<file path="src/rtl/ds_pkg.sv">
// Shared definitions for the 2x2 SRAM neighbourhood reader: size defaults,
// FSM state encoding and a small clamp helper.
package ds_pkg;

    localparam int ADDR_BITS_DEF  = 16;
    localparam int DATA_BITS_DEF  = 8;
    localparam int COORD_BITS     = 16;

    typedef enum logic [2:0] {
        ST_IDLE = 3'd0,
        ST_A0   = 3'd1,
        ST_A1   = 3'd2,
        ST_A2   = 3'd3,
        ST_A3   = 3'd4,
        ST_CAP  = 3'd5,
        ST_OUT  = 3'd6
    } state_e;

    // Corner select: bit 0 picks x1 over x0, bit 1 picks y1 over y0.
    localparam logic [1:0] CORNER_00 = 2'b00;
    localparam logic [1:0] CORNER_01 = 2'b01;
    localparam logic [1:0] CORNER_10 = 2'b10;
    localparam logic [1:0] CORNER_11 = 2'b11;

    function automatic logic [COORD_BITS-1:0] clamp_max(
        input logic [COORD_BITS-1:0] v,
        input logic [COORD_BITS-1:0] lim
    );
        return (v > lim) ? lim : v;
    endfunction

endpackage

</file>
<file path="src/rtl/sram_addr_gen.sv">
// Combinational clamp and linear address generator for one corner of the
// 2x2 neighbourhood anchored at (x, y) in a w x h image.
module sram_addr_gen
    import ds_pkg::*;
#(
    parameter int ADDR_BITS = ADDR_BITS_DEF
) (
    input  logic [COORD_BITS-1:0] x,
    input  logic [COORD_BITS-1:0] y,
    input  logic [COORD_BITS-1:0] w,
    input  logic [COORD_BITS-1:0] h,
    input  logic [1:0]            sel,
    output logic [ADDR_BITS-1:0]  addr
);

    logic [COORD_BITS-1:0] w_eff;
    logic [COORD_BITS-1:0] h_eff;
    logic [COORD_BITS-1:0] x0;
    logic [COORD_BITS-1:0] y0;
    logic [COORD_BITS-1:0] x1;
    logic [COORD_BITS-1:0] y1;
    logic [COORD_BITS-1:0] cx;
    logic [COORD_BITS-1:0] cy;
    logic [31:0]           lin;

    // Zero-sized dimensions behave as one pixel; x0 <= w_eff-1 so x0+1 never overflows.
    always_comb begin
        w_eff = (w == 16'd0) ? 16'd1 : w;
        h_eff = (h == 16'd0) ? 16'd1 : h;
        x0    = clamp_max(x, w_eff - 16'd1);
        y0    = clamp_max(y, h_eff - 16'd1);
        x1    = clamp_max(x0 + 16'd1, w_eff - 16'd1);
        y1    = clamp_max(y0 + 16'd1, h_eff - 16'd1);
        cx    = sel[0] ? x1 : x0;
        cy    = sel[1] ? y1 : y0;
        lin   = ({16'd0, cy} * {16'd0, w_eff}) + {16'd0, cx};
        addr  = lin[ADDR_BITS-1:0];
    end

endmodule

</file>
<file path="src/rtl/sram_quad_reader.sv">
// Fetches a clamped 2x2 pixel neighbourhood from a single-port SRAM with a
// one-cycle registered read, then presents it on a valid/ready interface.
module sram_quad_reader
    import ds_pkg::*;
#(
    parameter int ADDR_BITS = ADDR_BITS_DEF,
    parameter int DATA_BITS = DATA_BITS_DEF
) (
    input  logic                  clk,
    input  logic                  rst,
    input  logic [15:0]           cfg_width,
    input  logic [15:0]           cfg_height,
    input  logic                  req_valid,
    output logic                  req_ready,
    input  logic [15:0]           req_x,
    input  logic [15:0]           req_y,
    output logic                  mem_we,
    output logic [ADDR_BITS-1:0]  mem_addr,
    output logic [DATA_BITS-1:0]  mem_data_in,
    input  logic [DATA_BITS-1:0]  mem_data_out,
    output logic                  pix_valid,
    input  logic                  pix_ready,
    output logic [DATA_BITS-1:0]  p00,
    output logic [DATA_BITS-1:0]  p01,
    output logic [DATA_BITS-1:0]  p10,
    output logic [DATA_BITS-1:0]  p11
);

    state_e                 state_q, state_d;
    logic [15:0]            x_q, x_d;
    logic [15:0]            y_q, y_d;
    logic [15:0]            w_q, w_d;
    logic [15:0]            h_q, h_d;
    logic [DATA_BITS-1:0]   p00_q, p00_d;
    logic [DATA_BITS-1:0]   p01_q, p01_d;
    logic [DATA_BITS-1:0]   p10_q, p10_d;
    logic [DATA_BITS-1:0]   p11_q, p11_d;
    logic                   pix_valid_q, pix_valid_d;
    logic [ADDR_BITS-1:0]   mem_addr_q, mem_addr_d;
    logic [1:0]             gen_sel;
    logic                   gen_active;
    logic [ADDR_BITS-1:0]   gen_addr;

    sram_addr_gen #(
        .ADDR_BITS (ADDR_BITS)
    ) u_addr_gen (
        .x    (x_q),
        .y    (y_q),
        .w    (w_q),
        .h    (h_q),
        .sel  (gen_sel),
        .addr (gen_addr)
    );

    // Next-state and request latching.
    always_comb begin
        state_d = state_q;
        x_d     = x_q;
        y_d     = y_q;
        w_d     = w_q;
        h_d     = h_q;
        case (state_q)
            ST_IDLE: begin
                if (req_valid) begin
                    state_d = ST_A0;
                    x_d     = req_x;
                    y_d     = req_y;
                    w_d     = cfg_width;
                    h_d     = cfg_height;
                end else begin
                    state_d = ST_IDLE;
                end
            end
            ST_A0:   state_d = ST_A1;
            ST_A1:   state_d = ST_A2;
            ST_A2:   state_d = ST_A3;
            ST_A3:   state_d = ST_CAP;
            ST_CAP:  state_d = ST_OUT;
            ST_OUT: begin
                if (pix_ready) begin
                    state_d = ST_IDLE;
                end else begin
                    state_d = ST_OUT;
                end
            end
            default: state_d = ST_IDLE;
        endcase
    end

    // Read data trails its address by one state, so each pixel lands one state later.
    always_comb begin
        p00_d = p00_q;
        p01_d = p01_q;
        p10_d = p10_q;
        p11_d = p11_q;
        case (state_q)
            ST_A1:   p00_d = mem_data_out;
            ST_A2:   p01_d = mem_data_out;
            ST_A3:   p10_d = mem_data_out;
            ST_CAP:  p11_d = mem_data_out;
            default: p00_d = p00_q;
        endcase
        pix_valid_d = (state_d == ST_OUT);
    end

    // Corner select per address state; outside A0..A3 the bus holds its last value.
    always_comb begin
        gen_sel    = CORNER_00;
        gen_active = 1'b0;
        case (state_q)
            ST_A0: begin gen_sel = CORNER_00; gen_active = 1'b1; end
            ST_A1: begin gen_sel = CORNER_01; gen_active = 1'b1; end
            ST_A2: begin gen_sel = CORNER_10; gen_active = 1'b1; end
            ST_A3: begin gen_sel = CORNER_11; gen_active = 1'b1; end
            default: begin gen_sel = CORNER_00; gen_active = 1'b0; end
        endcase
        mem_addr_d = gen_active ? gen_addr : mem_addr_q;
    end

    // State and datapath registers; reset wins over everything.
    always_ff @(posedge clk) begin
        if (rst) begin
            state_q     <= ST_IDLE;
            x_q         <= 16'd0;
            y_q         <= 16'd0;
            w_q         <= 16'd0;
            h_q         <= 16'd0;
            p00_q       <= {DATA_BITS{1'b0}};
            p01_q       <= {DATA_BITS{1'b0}};
            p10_q       <= {DATA_BITS{1'b0}};
            p11_q       <= {DATA_BITS{1'b0}};
            pix_valid_q <= 1'b0;
            mem_addr_q  <= {ADDR_BITS{1'b0}};
        end else begin
            state_q     <= state_d;
            x_q         <= x_d;
            y_q         <= y_d;
            w_q         <= w_d;
            h_q         <= h_d;
            p00_q       <= p00_d;
            p01_q       <= p01_d;
            p10_q       <= p10_d;
            p11_q       <= p11_d;
            pix_valid_q <= pix_valid_d;
            mem_addr_q  <= mem_addr_d;
        end
    end

    assign req_ready   = (state_q == ST_IDLE);
    assign mem_we      = 1'b0;
    assign mem_data_in = {DATA_BITS{1'b0}};
    assign mem_addr    = mem_addr_d;
    assign pix_valid   = pix_valid_q;
    assign p00         = p00_q;
    assign p01         = p01_q;
    assign p10         = p10_q;
    assign p11         = p11_q;

endmodule

</file>
<file path="config.mk">
export PLATFORM = sky130hd
export DESIGN_NAME = sram_quad_reader
export DESIGN_NICKNAME = d
export VERILOG_FILES = /design/src/rtl/ds_pkg.sv /design/src/rtl/sram_addr_gen.sv /design/src/rtl/sram_quad_reader.sv
export SDC_FILE = /design/constraint.sdc
export NUM_CORES = 1
export LEC_CHECK = 0
export CAP_MARGIN = 20
export CORE_ASPECT_RATIO = 0.5
export CORE_MARGIN = 4
export CORE_UTILIZATION = 58
export DETAILED_ROUTE_END_ITERATION = 12
export PLACE_DENSITY = 0.79
export SYNTH_ARGS = -nofsm -noshare
export SYNTH_HDL_FRONTEND = slang
export SYNTH_SLANG_ARGS = --single-unit
</file>
<file path="constraint.sdc">
create_clock -name clk -period 22.8 [get_ports clk]
set_clock_uncertainty 0.1 [all_clocks]
set_input_delay 5.7 -clock clk [delete_from_list [all_inputs] [get_ports clk]]
set_output_delay 5.7 -clock clk [all_outputs]
set_load 0.05 [all_outputs]
</file>
==> metrics.md, run 1 <==
| Metric | Value |
|---|---|
| Area Overhead vs Synth | `15.57%` |
| Gr usage total | `0.2946` |
| Setup TNS | `0 ps` |
| Period Utilization, post-route | `0.9576` |
| Fin. max-slew vios | `0` |
| Crit Path Class | `flop to primary output` |
| Crit path time final | `21830 ps` |
| EDFF count, synth | `0` |
| Wire per inst | `17.39 um` |
| Ant diodes | `0` |
| First-pass GRT wire length | `61.19 mm` |
| Area contributors post-synth | `dfxtp_1, fa_1, ha_1` |
| Worst skew pair latency | `450 ps` |
| Port Buffers | `125` |
| # setup viols final | `0` |
| Clk root buf | `clkbuf_16` |
| Critical Path RT | `17000 ps` |
| Initial core utilization | `0.5899` |
| TritonCTS clock tree | `built` |
| Placed cell count | `2167` |
| Layout Cells excl Fill | `2201` |
| Die height | `115.8 um` |
| Pre-antenna DRT Iters | `5` |
| Power Density | `112.2 nW/um2` |
| Worst slew margin | `0.2842` |
| CP Launch Type | `flop` |
| Layout Nets | `2169` |
| Layout cells sized above 1 | `0.05755` |
| Asr flop ratio synth | `0` |
| CTS sink count | `116` |
| Worst path most repeated cell | `ha_1` |
| Top_reg_cell synth | `dfxtp_1` |
| Synth area leader | `dfxtp_1` |
| CTS buffer count | `17` |
| Reg-to-Reg End | `mem_addr_q[15]$_SDFF_PP0_` |
| Register area share after synthesis | `0.1724` |
| Core Area | `22840 um2` |
| Tot Pwr | `1747 uW` |
| FMAX | `45.80 MHz` |
| Most frequent cell after synthesis | `nand2_1` |
| Crit-path max FO | `12` |
| Dpl hpwl | `28.95 mm` |
| Synth warn | `0` |
| FP Rows | `39` |
| Start point of the critical path | `h_q[4]$_SDFFE_PP0P_` |
| Final Wtd Congestion | `0.9854` |
| Slowest stage cell, crit path | `fa_1` |
| H-tree depth | `4` |
| Antenna-violating nets left | `0` |
| Post-synthesis cell type count | `84` |
| # DRC | `0` |
| Syn avg cell area | `7.459 um2` |
| Placed cell area | `14930 um2` |
| Mapped Area | `13470 um2` |
| Setup crit end | `mem_addr[15]` |
| Initial antenna violation count | `0` |
| Worst reg2reg path startpoint | `h_q[4]$_SDFFE_PP0P_` |
| Crit path capture type | `primary output` |
| GR Overflow Total | `0` |
| DRT iter0 DRCs | `1123` |
| I/O pin cnt | `135` |
| Hold WS | `353.6 ps` |
| Status | `completed` |
| Vias in the first global route | `11820` |
| Max VDD drop | `0.0001218 V` |
| Clock transition at the registers of the reported paths | `70 ps` |
| Slew @ Worst Pin | `1070 ps` |
| CTS Buffer Depth | `2` |
| Via count | `12690` |
| DRT Wirelength | `38.28 mm` |
| Unrepaired setup endpoints after global routing | `false` |
| Worst Hold Class | `flop to flop` |
| Largest net degree at the start of global routing | `72` |
| Reg2Reg Setup Slack | `7270 ps` |
| Path depth of the worst reg2reg path | `64` |
| Post-CTS Hold Buffers | `0` |
| Yosys top cell area share | `0.1724` |
| Final Hold Fails | `0` |
| Max_cap viols | `0` |
| Gate Count Post-Synth | `1806` |
| Die X | `223.5 um` |
| Yosys reg bits | `116` |
| Vias per cell | `5.764` |
| Final Cell Area | `15570 um2` |
| Pleak | `0.006562 uW` |
| CP peak stage delay | `570 ps` |
| Die footprint | `25880 um2` |
| CP Data Arrival Time | `16030 ps` |
| Post-synth top cells | `nand2_1, inv_1, a21oi_1` |
-- how the worst min path moves through the flow --
stage                              from                   to  slack (ps)  cells past startpoint
floorplan           x_q[7]$_SDFFE_PP0P_  x_q[7]$_SDFFE_PP0P_         350                      2
detailed placement  p10[2]$_SDFFE_PP0N_  p10[2]$_SDFFE_PP0N_         350                      2
global placement    p11[3]$_SDFFE_PP0P_  p11[3]$_SDFFE_PP0P_         340                      2
CTS                 p10[2]$_SDFFE_PP0N_  p10[2]$_SDFFE_PP0N_         350                      2
finish              p10[4]$_SDFFE_PP0N_  p10[4]$_SDFFE_PP0N_         350                      2
global route        p01[6]$_SDFFE_PP0N_  p01[6]$_SDFFE_PP0N_         380                      2
-- report_power, final --
part | total [uW] | internal, uW | switching [uW]
Clock | 270 | 146 | 124
Sequential | 246 | 222 | 23.9
Combinational | 1230 | 471 | 759
Total | 1750 | 839 | 908
-- cells by family (layout without fill, tap and decap cells) --
group,Yosys count,after routing,synth area share
AOI/OAI and AO/OA,362,362,0.1644
xor gates and xnor gates,84,84,0.06046
and+or+nand+nor,729,729,0.2543
muxes,21,21,0.01597
DFF,116,116,0.1724
other,1,9,0.0002784
adders and majority gates,212,212,0.2493
buffers and inverters,281,361,0.08294
-- repair_timing --
| item | 4_1_cts | 5_1_grt |
|---|---|---|
| buffers inserted | 0 | 2 |
| endpoints found under the setup margin | 0 | 5 |
| gates resized for setup | 0 | 8 |
-- routing by layer --
layer	vias up	wire length, um	track usage
met4	0	766	0.08617
met5	-	0	0
met3	64	2952	0.05923
met1	5912	17330	0.4087
met2	509	17230	0.4731
li1	6202	-	-
-- metrics by stage --
stage / worst slack, ps / util
2_1_floorplan: 1892 / -
3_3_place_gp: 1326 / 0.6524
3_5_place_dp: 811.1 / 0.6536
4_1_cts: 270.3 / 0.6793
5_1_grt: 30.72 / 0.6817
6_report: 966.4 / 0.6817
-- worst max-delay path, delay by kind of cell (launching register included) --
family          cells  cell delay (ps)
compound gates     13             3130
xor+xnor            7             1400
fa+ha+maj          11             4120
buf+inv             9             1200
flops               1              540
simple gates       25             5190
-- sequential cells by signal, summed over array words and instances (netlist names), 3 cells and up --
register	count
h_q	16
mem_addr_q	16
w_q	16
x_q	16
y_q	16
p00	8
p01	8
p10	8
p11	8
state_q	3
-- placed cells by master (no fill, tap or decap), types with 5 or more instances in the layout --
cell	synthesis	routed
a211oi_1	7	7
a21o_1	15	15
a21oi_1	165	165
a31oi_1	11	11
and2_1	58	57
and3_1	9	9
buf_4	11	30
clkbuf_16	0	17
clkdlybuf4s50_1	0	123
conb_1	1	9
dfxtp_1	116	116
fa_1	94	94
ha_1	118	117
inv_1	174	174
inv_6	0	5
mux2i_1	17	17
nand2_1	352	350
nand2b_1	9	9
nand3_1	42	42
nand3b_1	6	6
nand4_1	22	22
nor2_1	104	102
nor2b_1	22	22
nor3_1	36	36
nor3b_1	7	6
nor4_1	15	14
o211ai_1	13	13
o21a_1	11	11
o21ai_0	65	64
o21ai_1	5	5
o22ai_1	8	8
o31ai_1	12	12
or2_2	6	6
or3_1	13	13
or4_1	10	10
xnor2_1	44	44
xor2_1	34	33
-- cell type report --
class / count / area (um2)
well taps: 307 / 384.1
fillers: 1966 / 7268
clock buffers: 17 / 425.4
multi-input cells: 1417 / 10120
repair buffers: 155 / 1504
clock inverters: 15 / 160.2
flip-flops and latches: 116 / 2322
inverters: 174 / 653.1
No activity file was read; power rests on OpenSTA's default activity.
==> run 2: changes to the inputs <==
--- a/config.mk
+++ b/config.mk
@@ -5,12 +5,12 @@
 export SDC_FILE = /design/constraint.sdc
 export NUM_CORES = 1
 export LEC_CHECK = 0
-export CAP_MARGIN = 20
 export CORE_ASPECT_RATIO = 0.5
 export CORE_MARGIN = 4
 export CORE_UTILIZATION = 58
 export DETAILED_ROUTE_END_ITERATION = 12
 export PLACE_DENSITY = 0.79
+export REMOVE_ABC_BUFFERS = 1
 export SYNTH_ARGS = -nofsm -noshare
 export SYNTH_HDL_FRONTEND = slang
 export SYNTH_SLANG_ARGS = --single-unit
==> metrics.md, run 2 (same netlist as run 1, synthesis figures left out) <==
| Metric | Value |
|---|---|
| Core Area | `22840 um2 (unchanged)` |
| Clock Power Share | `0.170 (+0.015)` |
| GR Overflow Total | `0 (unchanged)` |
| Clock transition at the registers of the reported paths | `60 ps (about the same)` |
| Port Buffers | `125 (unchanged)` |
| Fin. max-slew vios | `0 (unchanged)` |
| I/O pin cnt | `135 (unchanged)` |
| Fillcell total | `1908 (-3.0%)` |
| Slowest stage cell, crit path | `xor2_1` |
| FMAX | `46.12 MHz (+0.71%)` |
| Die height | `115.8 um (unchanged)` |
| Post-CTS Hold Buffers | `0 (unchanged)` |
| Worst Hold Class | `flop to flop` |
| CP Launch Type | `flop` |
| Ant diodes | `0 (unchanged)` |
| CP peak stage delay | `800 ps (+230 ps)` |
| Net Sw Power | `876.6 uW (-3.4%)` |
| # DRC | `0 (unchanged)` |
| Critical Path RT | `17000 ps (about the same)` |
| Worst path most repeated cell | `ha_1` |
| Status | `completed` |
| CP Data Arrival Time | `15880 ps (-150 ps)` |
| Die X | `223.5 um (unchanged)` |
| Tot Pwr | `1745 uW (about the same)` |
| Vias in the first global route | `12100 (+2.4%)` |
| Antenna-violating nets left | `0 (unchanged)` |
| Vias per cell | `5.821 (+0.99%)` |
| Worst slew margin | `0.1500 (-0.1342)` |
| Layout Nets | `2169 (unchanged)` |
| Commonest non-fill, non-tap cell in the layout | `nand2_1` |
| DRT Wirelength | `36.81 mm (-3.8%)` |
| Crit Path Class | `flop to primary output` |
| Final Cell Area | `15620 um2 (+0.33%)` |
| DRT iter0 DRCs | `1052 (-6.3%)` |
| H-tree depth | `4 (unchanged)` |
| Initial antenna violation count | `0 (unchanged)` |
| Area Overhead vs Synth | `15.95%` |
| CTS Buffer Depth | `2 (unchanged)` |
| Layout cells sized above 1 | `0.06019 (+0.002640)` |
| Wire per inst | `16.73 um (-3.8%)` |
| CTS buffer count | `17 (unchanged)` |
| Initial core utilization | `0.5899 (unchanged)` |
| Power Density | `111.7 nW/um2 (-0.42%)` |
| Switching part of the total | `0.5024 (-0.01732)` |
| Worst skew pair latency | `450 ps (about the same)` |
| Gr usage total | `0.2877 (-0.006845)` |
| Crit path capture type | `primary output` |
| FP Rows | `39 (unchanged)` |
| Pre-antenna DRT Iters | `6 (+1)` |
| Int Pwr | `868.4 uW (+3.5%)` |
| Period Utilization, post-route | `0.9509 (-0.006714)` |
| Slew @ Worst Pin | `1266 ps (+196.1 ps)` |
| CTS sink count | `116 (unchanged)` |
| Max VDD drop | `0.00009734 V (-20%)` |
| Max_cap viols | `0 (unchanged)` |
| # setup viols final | `0 (unchanged)` |
| Placed cell area | `14900 um2 (-0.17%)` |
| Most frequent cells in the layout | `nand2_1, inv_1, a21oi_1, clkdlybuf4s50_1, ha_1` |
| Dpl hpwl | `28.03 mm (-3.2%)` |
| TritonCTS clock tree | `built` |
| Die footprint | `25880 um2 (unchanged)` |
| Comb pwr share | `0.691 (-0.014)` |
| Crit path time final | `21680 ps (-153.1 ps)` |
| Reg2Reg Setup Slack | `7350 ps (+80 ps)` |
| Final Wtd Congestion | `0.9657 (-2.0%)` |
| First-pass GRT wire length | `60.81 mm (-0.62%)` |
| Largest net degree at the start of global routing | `67 (-6.9%)` |
| Pleak | `0.006580 uW (+0.27%)` |
| Crit-path max FO | `20 (+8)` |
| Via count | `12810 (+0.99%)` |
| Clk root buf | `clkbuf_16` |
| Reg power frac | `0.139 (-0.002)` |
| Final Hold Fails | `0 (unchanged)` |
## run 2: worst paths after layout
path,from,depth (start not counted),end
max reg2reg,h_q[9]$_SDFFE_PP0P_,61,mem_addr_q[15]$_SDFF_PP0_
min,p11[6]$_SDFFE_PP0P_,2,p11[6]$_SDFFE_PP0P_
min reg2reg,p11[6]$_SDFFE_PP0P_,2,p11[6]$_SDFFE_PP0P_
max,h_q[9]$_SDFFE_PP0P_,62,mem_addr[15]
## run 2: timing repair
item,4_1_cts,5_1_grt
setup buffers,0,1
resized for setup,0,17
setup endpoints to repair,0,8
## run 2: routing by layer
layer | GRT usage | vias up | wire [um]
met1 | 0.3875 | 6001 | 15860
met4 | 0.09643 | 0 | 1066
li1 | - | 6198 | -
met2 | 0.4752 | 527 | 16950
met5 | 0 | - | 0
met3 | 0.05290 | 87 | 2935
## run 2: area by class of cell
type	count	area, um2	area share
clock buffer	19	442.9	0.02836
clock inverter	13	195.2	0.01250
inverter	174	653.1	0.04181
multi-input combinational	1417	10150	0.6497
sequential	116	2325	0.1488
tap	307	384.1	0.02459
timing repair buffer	155	1471	0.09420
## run 2: worst max-delay path: cells and delay by family, from the launching register on
| family | cells | cell delay (ps) |
|---|---|---|
| XOR/XNOR | 7 | 1860 |
| adder cells (fa/ha/maj) | 11 | 4080 |
| flip-flops | 1 | 390 |
| AO/OA/AOI/OAI | 11 | 2460 |
| buffers and inverters | 8 | 950 |
| AND/OR/NAND/NOR | 25 | 5660 |
## run 2: metrics by stage
| step | TNS (ps) | hold slack [ps] | utilization | instances | setup WS [ps] |
|---|---|---|---|---|---|
| floorplan | 0 | 346.9 | - | 1707 | 1647 |
| global placement | 0 | 342.6 | 0.6525 | 2168 | 965.3 |
| detailed placement | 0 | 345.6 | 0.6525 | 2168 | 618.0 |
| CTS | 0 | 353.5 | 0.6805 | 2200 | 29.33 |
| global route | -30.80 | 377.4 | 0.6840 | 2201 | -30.80 |
| finish | 0 | 355.9 | 0.6840 | 2201 | 1119 |
## run 2: power groups by stage
stage	clock network (uW)	registers [uW]	logic (uW)
6_report	297	243	1210
5_1_grt	311	245	1360
4_1_cts	301	242	1190
3_5_place_dp	0	246	1180
3_3_place_gp	0	246	1160
2_1_floorplan	0	246	866
==> run 3: changes to the inputs <==
--- a/config.mk
+++ b/config.mk
@@ -5,11 +5,12 @@
 export SDC_FILE = /design/constraint.sdc
 export NUM_CORES = 1
 export LEC_CHECK = 0
+export ABC_AREA = 1
 export CORE_ASPECT_RATIO = 0.5
 export CORE_MARGIN = 4
 export CORE_UTILIZATION = 58
 export DETAILED_ROUTE_END_ITERATION = 12
-export PLACE_DENSITY = 0.79
+export PLACE_DENSITY = 0.8
 export REMOVE_ABC_BUFFERS = 1
 export SYNTH_ARGS = -nofsm -noshare
 export SYNTH_HDL_FRONTEND = slang
==> metrics.md, run 3 <==
| Metric | Value |
|---|---|
| Core Area | `20970 um2 (-8.2%)` |
| DRT iter0 DRCs | `886 (-16%)` |
| Hold endpoint | `p00[3]$_SDFFE_PP0N_` |
| Worst hold path depth | `2 (unchanged)` |
| Register area share after synthesis | `0.1840 (+0.01162)` |
| Post-CTS Setup Bufs | `0 (unchanged)` |
| Status | `completed` |
| Fin. max-slew vios | `0 (unchanged)` |
| CP peak stage delay | `790 ps (about the same)` |
| CTS buffer count | `17 (unchanged)` |
| Crit Path Class | `flop to primary output` |
| Dpl hpwl | `26.97 mm (-3.8%)` |
| Post-synth top cells | `nand2_1, inv_1, nor2_1` |
| Max_cap viols | `0 (unchanged)` |
| Slew @ Worst Pin | `864.5 ps (-401.5 ps)` |
| Path depth of the worst reg2reg path | `70 (+15%)` |
| Layout cells sized above 1 | `0.05039 (-0.009800)` |
| Synth area leader | `dfxtp_1` |
| Crit path time final | `20310 ps (-1370 ps)` |
| Clock transition at the registers of the reported paths | `60 ps (about the same)` |
| Setup TNS | `0 ps (unchanged)` |
| CTS Buffer Depth | `2 (unchanged)` |
| Ant diodes | `0 (unchanged)` |
| Syn avg cell area | `6.908 um2 (-7.4%)` |
| Largest net degree at the start of global routing | `83 (+24%)` |
| Initial antenna violation count | `0 (unchanged)` |
| Vias in the first global route | `11440 (-5.5%)` |
| Placed cell area | `13970 um2 (-6.3%)` |
| Slowest stage cell, crit path | `clkdlybuf4s50_1` |
| EDFF count, synth | `0 (unchanged)` |
| Period Utilization, post-route | `0.8908 (-0.06009)` |
| Critical path's top delay family | `simple AND/OR/NAND/NOR gates` |
| Final Cell Area | `14540 um2 (-6.9%)` |
| Initial core utilization | `0.6018 (+0.01191)` |
| Gr usage total | `0.2830 (-0.004704)` |
| Clk root buf | `clkbuf_16` |
| # setup viols final | `0 (unchanged)` |
| Reg2Reg Setup Slack | `9310 ps (+1960 ps)` |
| FMAX | `49.24 MHz (+6.7%)` |
| Synth warn | `0 (unchanged)` |
| Most frequent cells in the layout | `nand2_1, inv_1, nor2_1, clkdlybuf4s50_1, a21oi_1` |
| Area contributors post-synth | `dfxtp_1, fa_1, nand2_1` |
| Worst Hold Class | `flop to flop` |
| CTS sink count | `116 (unchanged)` |
| Via count | `11940 (-6.8%)` |
| Layout Utilization | `0.6932 (+0.009177)` |
| Crit-path max FO | `27 (+35%)` |
| Critical Path RT | `17000 ps (about the same)` |
| Post-CTS Hold Buffers | `0 (unchanged)` |
| Reg-to-Reg End | `mem_addr_q[15]$_SDFF_PP0_` |
| Wire per inst | `15.47 um (-7.5%)` |
| H-tree depth | `4 (unchanged)` |
| Die footprint | `24330 um2 (-6.0%)` |
| FP Rows | `37 (-5.1%)` |
| Worst skew pair latency | `440 ps (about the same)` |
| Number of gates resized after CTS | `0 (unchanged)` |
| Asr flop ratio synth | `0 (unchanged)` |
| I/O pin cnt | `135 (unchanged)` |
| Mapped Area | `12620 um2 (-6.3%)` |
| Top_reg_cell synth | `dfxtp_1` |
| Crit path capture type | `primary output` |
| Yosys reg bits | `116 (unchanged)` |
| GR Overflow Total | `0 (unchanged)` |
| Die X | `216.6 um (-3.1%)` |
| Unrepaired setup endpoints after global routing | `false` |
| TritonCTS clock tree | `built` |
| Worst path most repeated cell | `nand2_1` |
| CP Data Arrival Time | `14510 ps (-1370 ps)` |
| Final Hold Fails | `0 (unchanged)` |
| DRT Wirelength | `34.31 mm (-6.8%)` |
| Yosys top cell area share | `0.1840 (+0.01162)` |
| Area Overhead vs Synth | `15.18%` |
| Port Buffers | `125 (unchanged)` |
| Most frequent cell after synthesis | `nand2_1` |
| Pre-antenna DRT Iters | `5 (-1)` |
| Layout Nets | `2200 (+1.4%)` |
| Post-synthesis cell type count | `43 (-49%)` |
| CP Launch Type | `flop` |
| First-pass GRT wire length | `56.27 mm (-7.5%)` |
| HP Start | `p00[3]$_SDFFE_PP0N_` |
| Worst reg2reg path startpoint | `w_q[2]$_SDFFE_PP0P_` |
| Worst slew margin | `0.4237 (+0.2737)` |
| Final Wtd Congestion | `0.9854 (+2.0%)` |
| Commonest non-fill, non-tap cell in the layout | `nand2_1` |
| Antenna-violating nets left | `0 (unchanged)` |
| WP buf/inv | `12 (+4)` |
| Die height | `112.3 um (-3.0%)` |
| # DRC | `0 (unchanged)` |
| Vias per cell | `5.385 (-7.5%)` |
| Gate Count Post-Synth | `1827 (+1.2%)` |
==> run 3: layout make-up <==
type / instances / area, um2
multi-input combinational: 1313 / 8735
fill: 1851 / 6435
tap: 292 / 365.4
timing repair buffer: 131 / 1294
clock buffer: 17 / 425.4
clock inverter: 15 / 145.1
sequential: 116 / 2322
inverter: 333 / 1250
==> run 3: logic make-up (layout without fill, tap and decap cells) <==
group	after synthesis	count (layout)	share of synthesized area
DFF	116	116	0.1840
AOI/OAI and AO/OA	249	249	0.1116
buffers and inverters	406	496	0.1271
and+or+nand+nor	788	788	0.2727
other	1	9	0.0002971
adders and majority gates	212	212	0.2661
xor gates and xnor gates	55	55	0.03817
==> run 3: tightest hold or removal path: cells and delay by family, from the launching register on <==
kind	cells	cell delay (ps)
AND/OR/NAND/NOR	1	60
flip-flops	1	310
AO/OA/AOI/OAI	1	50
==> run 3: worst max path at each step <==
stage	start	to	slack (ps)	cells past startpoint
after floorplan	w_q[2]$_SDFFE_PP0P_	mem_addr[15]	5880	73
after global placement	w_q[2]$_SDFFE_PP0P_	mem_addr[15]	3550	74
after detailed placement	w_q[2]$_SDFFE_PP0P_	mem_addr[15]	3190	71
after CTS	w_q[2]$_SDFFE_PP0P_	mem_addr[15]	2640	71
after global routing	w_q[2]$_SDFFE_PP0P_	mem_addr[15]	820	74
final	w_q[2]$_SDFFE_PP0P_	mem_addr[15]	2490	71
==> run 3: through the flow <==
stage | instances | worst slack [ps] | hold slack (ps)
floorplan | 1762 | 5883 | 344.8
global route | 2217 | 818.9 | 385.5
finish | 2217 | 2489 | 358.8
global placement | 2185 | 3548 | 348.5
CTS | 2217 | 2642 | 360.9
detailed placement | 2185 | 3193 | 352.9
==> run 3: routing by layer <==
| layer | global-route usage | vias to the layer above | routed length, um |
|---|---|---|---|
| met5 | 0 | - | 0 |
| li1 | - | 5938 | - |
| met3 | 0.06600 | 56 | 2823 |
| met2 | 0.4201 | 444 | 14430 |
| met4 | 0.08905 | 0 | 783 |
| met1 | 0.4094 | 5500 | 16260 |
Power of run 3 is left out: the tool's default activity adds up to more than one toggle a clock period on the data nets, which glitch-free logic cannot reach.
